File: config.mk
export PLATFORM = sky130hd
export DESIGN_NAME = pc_nested_irq
export DESIGN_NICKNAME = d
export VERILOG_FILES = /design/src/rtl/pc_nested_irq.sv
export SDC_FILE = /design/constraint.sdc
export NUM_CORES = 1
export LEC_CHECK = 0
export ABC_AREA = 1
export ABC_CLOCK_PERIOD_IN_PS = 3500
export BUFFER_PORTS_ARGS = -buffer_cell sky130_fd_sc_hd__buf_2
export CORE_MARGIN = 8
export CORE_UTILIZATION = 32
export CTS_CLUSTER_SIZE = 25
export DETAILED_ROUTE_END_ITERATION = 7
export HOLD_SLACK_MARGIN = 0.05
export PLACE_DENSITY_LB_ADDON = 0.08
export SLEW_MARGIN = 20
export SYNTH_ARGS = -nofsm -noshare
export SYNTH_HDL_FRONTEND = slang
export SYNTH_SLANG_ARGS = --single-unit
File: constraint.sdc
create_clock -name clk -period 3.5 [get_ports clk]
set_input_delay 0.175 -clock clk [delete_from_list [all_inputs] [get_ports clk]]
set_output_delay 0.175 -clock clk [all_outputs]
set_load 0.01 [all_outputs]
File: src/rtl/pc_nested_irq.sv
// rtl/pc_nested_irq.sv - program counter with hardware return stack for nested interrupts
//
// Holds the current fetch address. Each rising edge it loads addrin, holds it under
// stall, jumps to a per-source vector on inta (pushing the current PC), or pops the
// saved PC on reti. Priority: reset > inta > reti > stall > normal load.
//
// Ports:
//   clk, reset      clock; synchronous active-high reset
//   stall           hold PC (normal load only)
//   inta, irq_id    interrupt acknowledge pulse and source id
//   reti            return-from-interrupt pulse
//   addrin          next sequential/branch address
//   addrout         current PC
//   epc             top-of-stack return address, 0 when empty
//   level           current nesting depth
//   full, empty     level == DEPTH / level == 0
//   irq_taken       one-cycle pulse after an accepted inta
//   ovf_err         sticky: inta refused because the stack was full
//   unf_err         sticky: reti seen with an empty stack

module pc_nested_irq #(
    parameter int          ADDR_W      = 26,
    parameter int          DEPTH       = 4,
    parameter int          IRQ_ID_W    = 3,
    parameter int unsigned RESET_ADDR  = 0,
    parameter int unsigned VECTOR_BASE = 0,
    parameter int          VEC_SHIFT   = 2
) (
    input  logic                         clk,
    input  logic                         reset,
    input  logic                         stall,
    input  logic                         inta,
    input  logic [IRQ_ID_W-1:0]          irq_id,
    input  logic                         reti,
    input  logic [ADDR_W-1:0]            addrin,
    output logic [ADDR_W-1:0]            addrout,
    output logic [ADDR_W-1:0]            epc,
    output logic [$clog2(DEPTH+1)-1:0]   level,
    output logic                         full,
    output logic                         empty,
    output logic                         irq_taken,
    output logic                         ovf_err,
    output logic                         unf_err
);

    localparam int LVL_W = $clog2(DEPTH + 1);
    localparam int IDX_W = (DEPTH > 1) ? $clog2(DEPTH) : 1;
    localparam logic [ADDR_W-1:0] RESET_A = ADDR_W'(RESET_ADDR);
    localparam logic [ADDR_W-1:0] VBASE_A = ADDR_W'(VECTOR_BASE);

    logic [ADDR_W-1:0] addr_q, addr_d;
    logic [LVL_W-1:0]  level_q, level_d;
    logic [ADDR_W-1:0] stack_q [DEPTH];
    logic [ADDR_W-1:0] stack_d [DEPTH];
    logic              taken_q, taken_d;
    logic              ovf_q, ovf_d;
    logic              unf_q, unf_d;

    logic              is_full, is_empty;
    logic [IDX_W-1:0]  push_idx, top_idx;
    logic [ADDR_W-1:0] vector;

    assign is_full  = (level_q == LVL_W'(DEPTH));
    assign is_empty = (level_q == '0);

    // Indices are only used when the stack is not full (push) / not empty (pop),
    // so the truncation never aliases a live entry.
    assign push_idx = IDX_W'(level_q);
    assign top_idx  = IDX_W'(level_q - LVL_W'(1));

    // Unsigned vector arithmetic; bits above ADDR_W are dropped.
    assign vector = VBASE_A + (ADDR_W'(irq_id) << VEC_SHIFT);

    always_comb begin
        addr_d  = addr_q;
        level_d = level_q;
        stack_d = stack_q;
        taken_d = 1'b0;
        ovf_d   = ovf_q;
        unf_d   = unf_q;

        if (reset) begin
            addr_d  = RESET_A;
            level_d = '0;
            ovf_d   = 1'b0;
            unf_d   = 1'b0;
        end else if (inta) begin
            // A concurrent reti is dropped silently whether or not the push succeeds.
            if (!is_full) begin
                stack_d[push_idx] = addr_q;
                level_d           = level_q + LVL_W'(1);
                addr_d            = vector;
                taken_d           = 1'b1;
            end else begin
                ovf_d = 1'b1;
            end
        end else if (reti && !is_empty) begin
            addr_d  = stack_q[top_idx];
            level_d = level_q - LVL_W'(1);
        end else begin
            // Underflowing reti degrades to an ordinary load/stall cycle.
            if (reti) begin
                unf_d = 1'b1;
            end
            if (!stall) begin
                addr_d = addrin;
            end
        end
    end

    always_ff @(posedge clk) begin
        addr_q  <= addr_d;
        level_q <= level_d;
        stack_q <= stack_d;
        taken_q <= taken_d;
        ovf_q   <= ovf_d;
        unf_q   <= unf_d;
    end

    assign addrout   = addr_q;
    assign epc       = is_empty ? '0 : stack_q[top_idx];
    assign level     = level_q;
    assign full      = is_full;
    assign empty     = is_empty;
    assign irq_taken = taken_q;
    assign ovf_err   = ovf_q;
    assign unf_err   = unf_q;

endmodule
== Word level (Yosys, flattened, before mapping) ==
Index checks and enable logic that the tools add are counted.

* Bits in registers: 136
* Output and inout port bits: 60

* $add $sub $neg: 2
* Magnitude comparators: 3
* Mux-type cells: 15
* Bitwise operators: 6
* Reduce and logical (&&, ||, !) cells: 11
* Equal/unequal tests: 3

{| class="wikitable"
|+ Operators with widths
! operator !! number
|-
| $mux W26 || 8
|-
| $bwmux W104 || 1
|-
| $bmux W26 S2 || 1
|-
| $demux W26 S2 || 1
|-
| $mux W3 || 3
|-
| $ge A3 B3 Y1 const B || 2
|-
| $not A2 Y3 || 2
|-
| $reduce_and A2 Y1 || 3
|-
| $reduce_and A3 Y1 || 2
|-
| $not A1 Y1 || 4
|-
| $add A3 B1 Y3 const B || 1
|-
| $eq A3 B3 Y1 const B || 1
|-
| $logic_not A3 Y1 || 1
|-
| $lt A3 B1 Y1 const B || 1
|-
| $ne A3 B1 Y1 const B || 1
|-
| $sub A3 B1 Y3 const B || 1
|-
| $logic_and A1 B1 Y1 || 2
|-
| $ne A2 B2 Y1 const B || 1
|-
| $reduce_bool A2 Y1 || 1
|-
| $reduce_or A2 Y1 || 1
|-
| $logic_not A1 Y1 || 1
|-
| $mux W1 || 1
|}

== Logic depth before layout (Yosys ltp) ==
* Depth in word-level cells: 7
* Gate-level depth with buffers: 13
* Mapped depth without buffers: 10

== Worst setup path before layout ==
OpenSTA, ideal clock, no wires.

* Path kind: register to register
* Start: register level_q[0] (netlist: level[0])
* End: register stack_q[0] (netlist name) (enable)
* Setup slack: 0.503 ns
* Arrival: 2.588 ns
* Setup time: 0.409 ns
* Cell stages (with the launch flop): 10
* Clock period less this slack: 2.997 ns
* Cell sequence: dfxtp_1 > buf_2 > inv_2 > buf_4 > ha_1 > nand2_2 > nand2_1 > nor2_1 > inv_1 > nor2_1

* Word-level cells in the longest chain between the ends: 3

{| class="wikitable"
|+ RTL lines
! what !! line !! text
|-
| start: declaration || 52 || <nowiki>logic [LVL_W-1:0] level_q, level_d;</nowiki>
|-
| start signal: assignment || 113 || <nowiki>level_q <= level_d;</nowiki>
|-
| $eq A3 B3 Y1 || 63 || <nowiki>assign is_full = (level_q == LVL_W'(DEPTH));</nowiki>
|-
| $not A1 Y1 (no line) || - ||
|-
| $reduce_and A3 Y1 (no line) || - ||
|-
| end signal: assignment || 114 || <nowiki>stack_q <= stack_d;</nowiki>
|-
| end: declaration || 53 || <nowiki>logic [ADDR_W-1:0] stack_q [DEPTH];</nowiki>
|}

No other way between the ends.
A chain may end at the register's enable or synchronous reset.

== Worst setup path after layout ==
* Start: register level_q[1] (netlist: level[1])
* End: output epc[17]

* Word-level cells in the longest chain between the ends: 6
* Elaborated cells on any way between the ends: 7
* Those cells by class: add/sub (1); mux (4); bitwise (1); reduce/logical (1)

{| class="wikitable"
|+ RTL lines
! what !! line !! text
|-
| $sub A3 B1 Y3 || - ||
|-
| $not A2 Y3 (implied by the code) || 121 || <nowiki>assign epc = is_empty ? '0 : stack_q[top_idx];</nowiki>
|-
| $bmux W26 S2 || 121 ||
|-
| $mux W26 (implied by the code) (2 in series) || 121 ||
|-
| $mux W26 (*) || 121 ||
|-
| end: declaration || 37 || <nowiki>output logic [ADDR_W-1:0] epc,</nowiki>
|}

Mark *: on every way between the ends. The rest lies on a longest branch, timed or not. The select of a mux whose other input is x is not followed.

==> results.cfg <==
[critical_path]
cp_cell_sequence = inv_1 -> ha_1 -> nand2_4 -> clkinv_1 -> nor2_1 -> buf_2
start_kind = flop
reg2reg_from = level[1]$_SDFFE_PP0P_
critical_path_class = reg -> out
rrSetupSlack_ns = 1.10
cp.arrival_ns = 2.64
r2r_cells = 7
worst_setup_path_end_kind = primary output
critPathSlowestCell = clkinv_1
reg2reg_to = stack_q[90]$_DFFE_PP_
critPathMaxStageDelay_ns = 0.81
crit_fanout = 27
cp.required_ns = 3.32

[sta]
worst_pin_slew_ns = 1.05
period_needed_ns = 2.81
maxSlewViolCount = 0
rsz0062_at_grt = no
tns_ns = 0
setup_slack_ns = 0.688
setup_viol = 0
period_share_pct = 80.3
slew_headroom_pct = 29.9
finalHoldViolations = 0
fmax_mhz = 356
fin_skew_ns = 0.00817

[synth]
synth_top_cell_area_share_pct = 52.7
postSynthCellCount = 593
synthArstFlopShare_pct = 0
yosys_warnings = 0
yosysSeqAreaShare_pct = 63.5
synth_area_leaders = edfxtp_1 (53%), nand2_1 (11%), dfxtp_1 (11%)
synth_top_area_cell = edfxtp_1
synth-edff-count = 104
ys_ff_latch = 136
synth_cell_types = 29
synth_nets = 632
synth_ff_type = edfxtp_1
avgSynthCellArea_um2 = 10.0
synth_common_cells = nand2_1 (177), edfxtp_1 (104), nor2_1 (87)
synth_area_um2 = 5930
synth_most_common_cell = nand2_1

[cts]
clkSlewWorstSetupHoldPaths_ns = 0.06
h-tree-depth = 4
ctsRootBufferMaster = clkbuf_16
cts_buffers = 17
cts_tree = yes
ctsResizeCount = 0
clk_latency_ns = 0.41
numClockSinks = 136
cts_buffer_depth = 2

[floorplan]
die_w_um = 152
initial_core_util_pct = 32.8
row_count = 49
core_um2 = 18100
io_pins = 94
die-area_um2 = 23100
chipHeight_um = 152

[power_and_ir_drop]
total_power_uw = 4610
vdd_drop_max_uv = 355
p_leak_uw = 0.00301
power_density_nw_per_um2 = 646

[drt]
vias = 4206
first_iter_violations = 225
viasPerCell = 4.57
firstDrtPassIters = 4
drc_errors = 0
wl_per_cell_um = 16.4
antenna_left = 0
wirelength_um = 15100

[placement]
hpwl_um = 9000
pre_cts_ws_ns = 1.02
portBuffers = 93
gp_congestion = 0.732

[global_route]
gr-total-overflow = 0
grt_util_all_layers_pct = 13.4
antenna_found_initial = 0
grt_pass1_wl_um = 24300
grt_max_degree = 58
first_global_vias = 4328

[final_layout]
drive_gt1_share_pct = 26.7
antennaDiodeCount = 0
area_growth_pct = 20.3
fin_nets = 718

[run_status]
outcome = complete, no violations

[worst_hold_path]
hold_class = in -> reg
holdPathEnd = unf_err$_SDFFE_PP0P_
hp-start = reti
holdPathStages = 3

[job]
maxCapViolations = 0
## layout make-up
| class | instances | area (um2) |
|---|---|---|
| flip-flops and latches | 136 | 3760 |
| multi-input cells | 406 | 1880 |
| repair buffers | 97 | 498 |
| well taps | 229 | 287 |
| fillers | 1811 | 11000 |
| inverters | 21 | 88.8 |
| clock buffers | 18 | 429 |
| clock inverters | 14 | 181 |
## critical path: cells and delay by family (launching register included)
kind | cells | cell delay [ns]
buffers and inverters | 3 | 1.08
and+or+nand+nor | 2 | 0.48
DFF | 1 | 0.39
adders and majority gates | 1 | 0.25
## placed cells by master, fill, tap and decap left out, types with 3 or more instances in the layout
| cell | n |
|---|---|
| inv_1 | 13 |
| clkbuf_16 | 17 |
| inv_2 | 5 |
| ha_1 | 5 |
| buf_4 | 3 |
| o21ai_2 | 3 |
| clkinvlp_4 | 3 |
| edfxtp_1 | 104 |
| o21ai_0 | 4 |
| bufinv_16 | 4 |
| a21oi_1 | 7 |
| dfxtp_1 | 31 |
| nor2_4 | 5 |
| nand3_1 | 59 |
| nand2_4 | 3 |
| o21ai_1 | 20 |
| clkinv_2 | 6 |
| buf_2 | 93 |
| nor2_1 | 83 |
| nand2_1 | 177 |
| nand2_2 | 18 |
| nor2_2 | 18 |
## worst max-delay path by stage
stage / startpoint / slack (ns) / cells after the start / end
global route: level[1]$_SDFFE_PP0P_ / 0.47 / 6 / epc[22]
global placement: level[1]$_SDFFE_PP0P_ / 1.11 / 7 / stack_q[64]$_DFFE_PP_
floorplan: level[0]$_SDFFE_PP0P_ / 0.50 / 9 / stack_q[0]$_DFFE_PP_
CTS: level[1]$_SDFFE_PP0P_ / 0.64 / 6 / epc[3]
finish: level[1]$_SDFFE_PP0P_ / 0.69 / 6 / epc[17]
detailed placement: level[1]$_SDFFE_PP0P_ / 1.02 / 7 / stack_q[64]$_DFFE_PP_
## stage by stage
stage | instance area, um2 | utilization [%] | hold slack, ns | cells
after floorplan | 5930 | - | 0.244 | 593
after global placement | 6510 | 36.0 | 0.373 | 888
after detailed placement | 6510 | 36.0 | 0.386 | 888
after CTS | 7130 | 39.4 | 0.0638 | 921
after global routing | 7130 | 39.4 | 0.0908 | 921
final | 7130 | 39.4 | 0.0875 | 921
## cells by family (layout without fill, tap and decap cells)
| family | after synthesis | count (layout) | synth area share [%] |
|---|---|---|---|
| AO/OA/AOI/OAI | 36 | 36 | 3.46 |
| adder cells (fa/ha/maj) | 5 | 5 | 1.06 |
| buffers and inverters | 51 | 150 | 5.23 |
| AND/OR/NAND/NOR | 365 | 365 | 26.8 |
| flip-flops | 136 | 136 | 63.5 |
## metal layers
metal | part of all wire, % | wire [um] | global-route usage, %
met2 | 49 | 7370 | 22.5
met1 | 47 | 7110 | 16.5
met4 | 0.80 | 121 | 3.86
met3 | 3.5 | 536 | 3.72
met5 | 0 | 0 | 0
## registers in the layout, indices dropped and copies added, names as in the netlist
register and cells:
ovf_err 1, level 3, addrout 26, unf_err 1, irq_taken 1, stack_q 104
## power breakdown
group | leakage, uW | total (uW) | switching, uW | internal, uW
clock network | 0.000295 | 1840 | 658 | 1180
registers | 0.00123 | 1930 | 75.9 | 1860
logic | 0.00149 | 835 | 570 | 265
total | 0.00301 | 4610 | 1300 | 3300
## timing repair
action                     CTS  global route
hold buffers                 1             0
setup endpoints to repair    0             0
setup buffers                0             0
hold endpoints to repair     2             0
No activity file was read; power rests on OpenSTA's default activity.
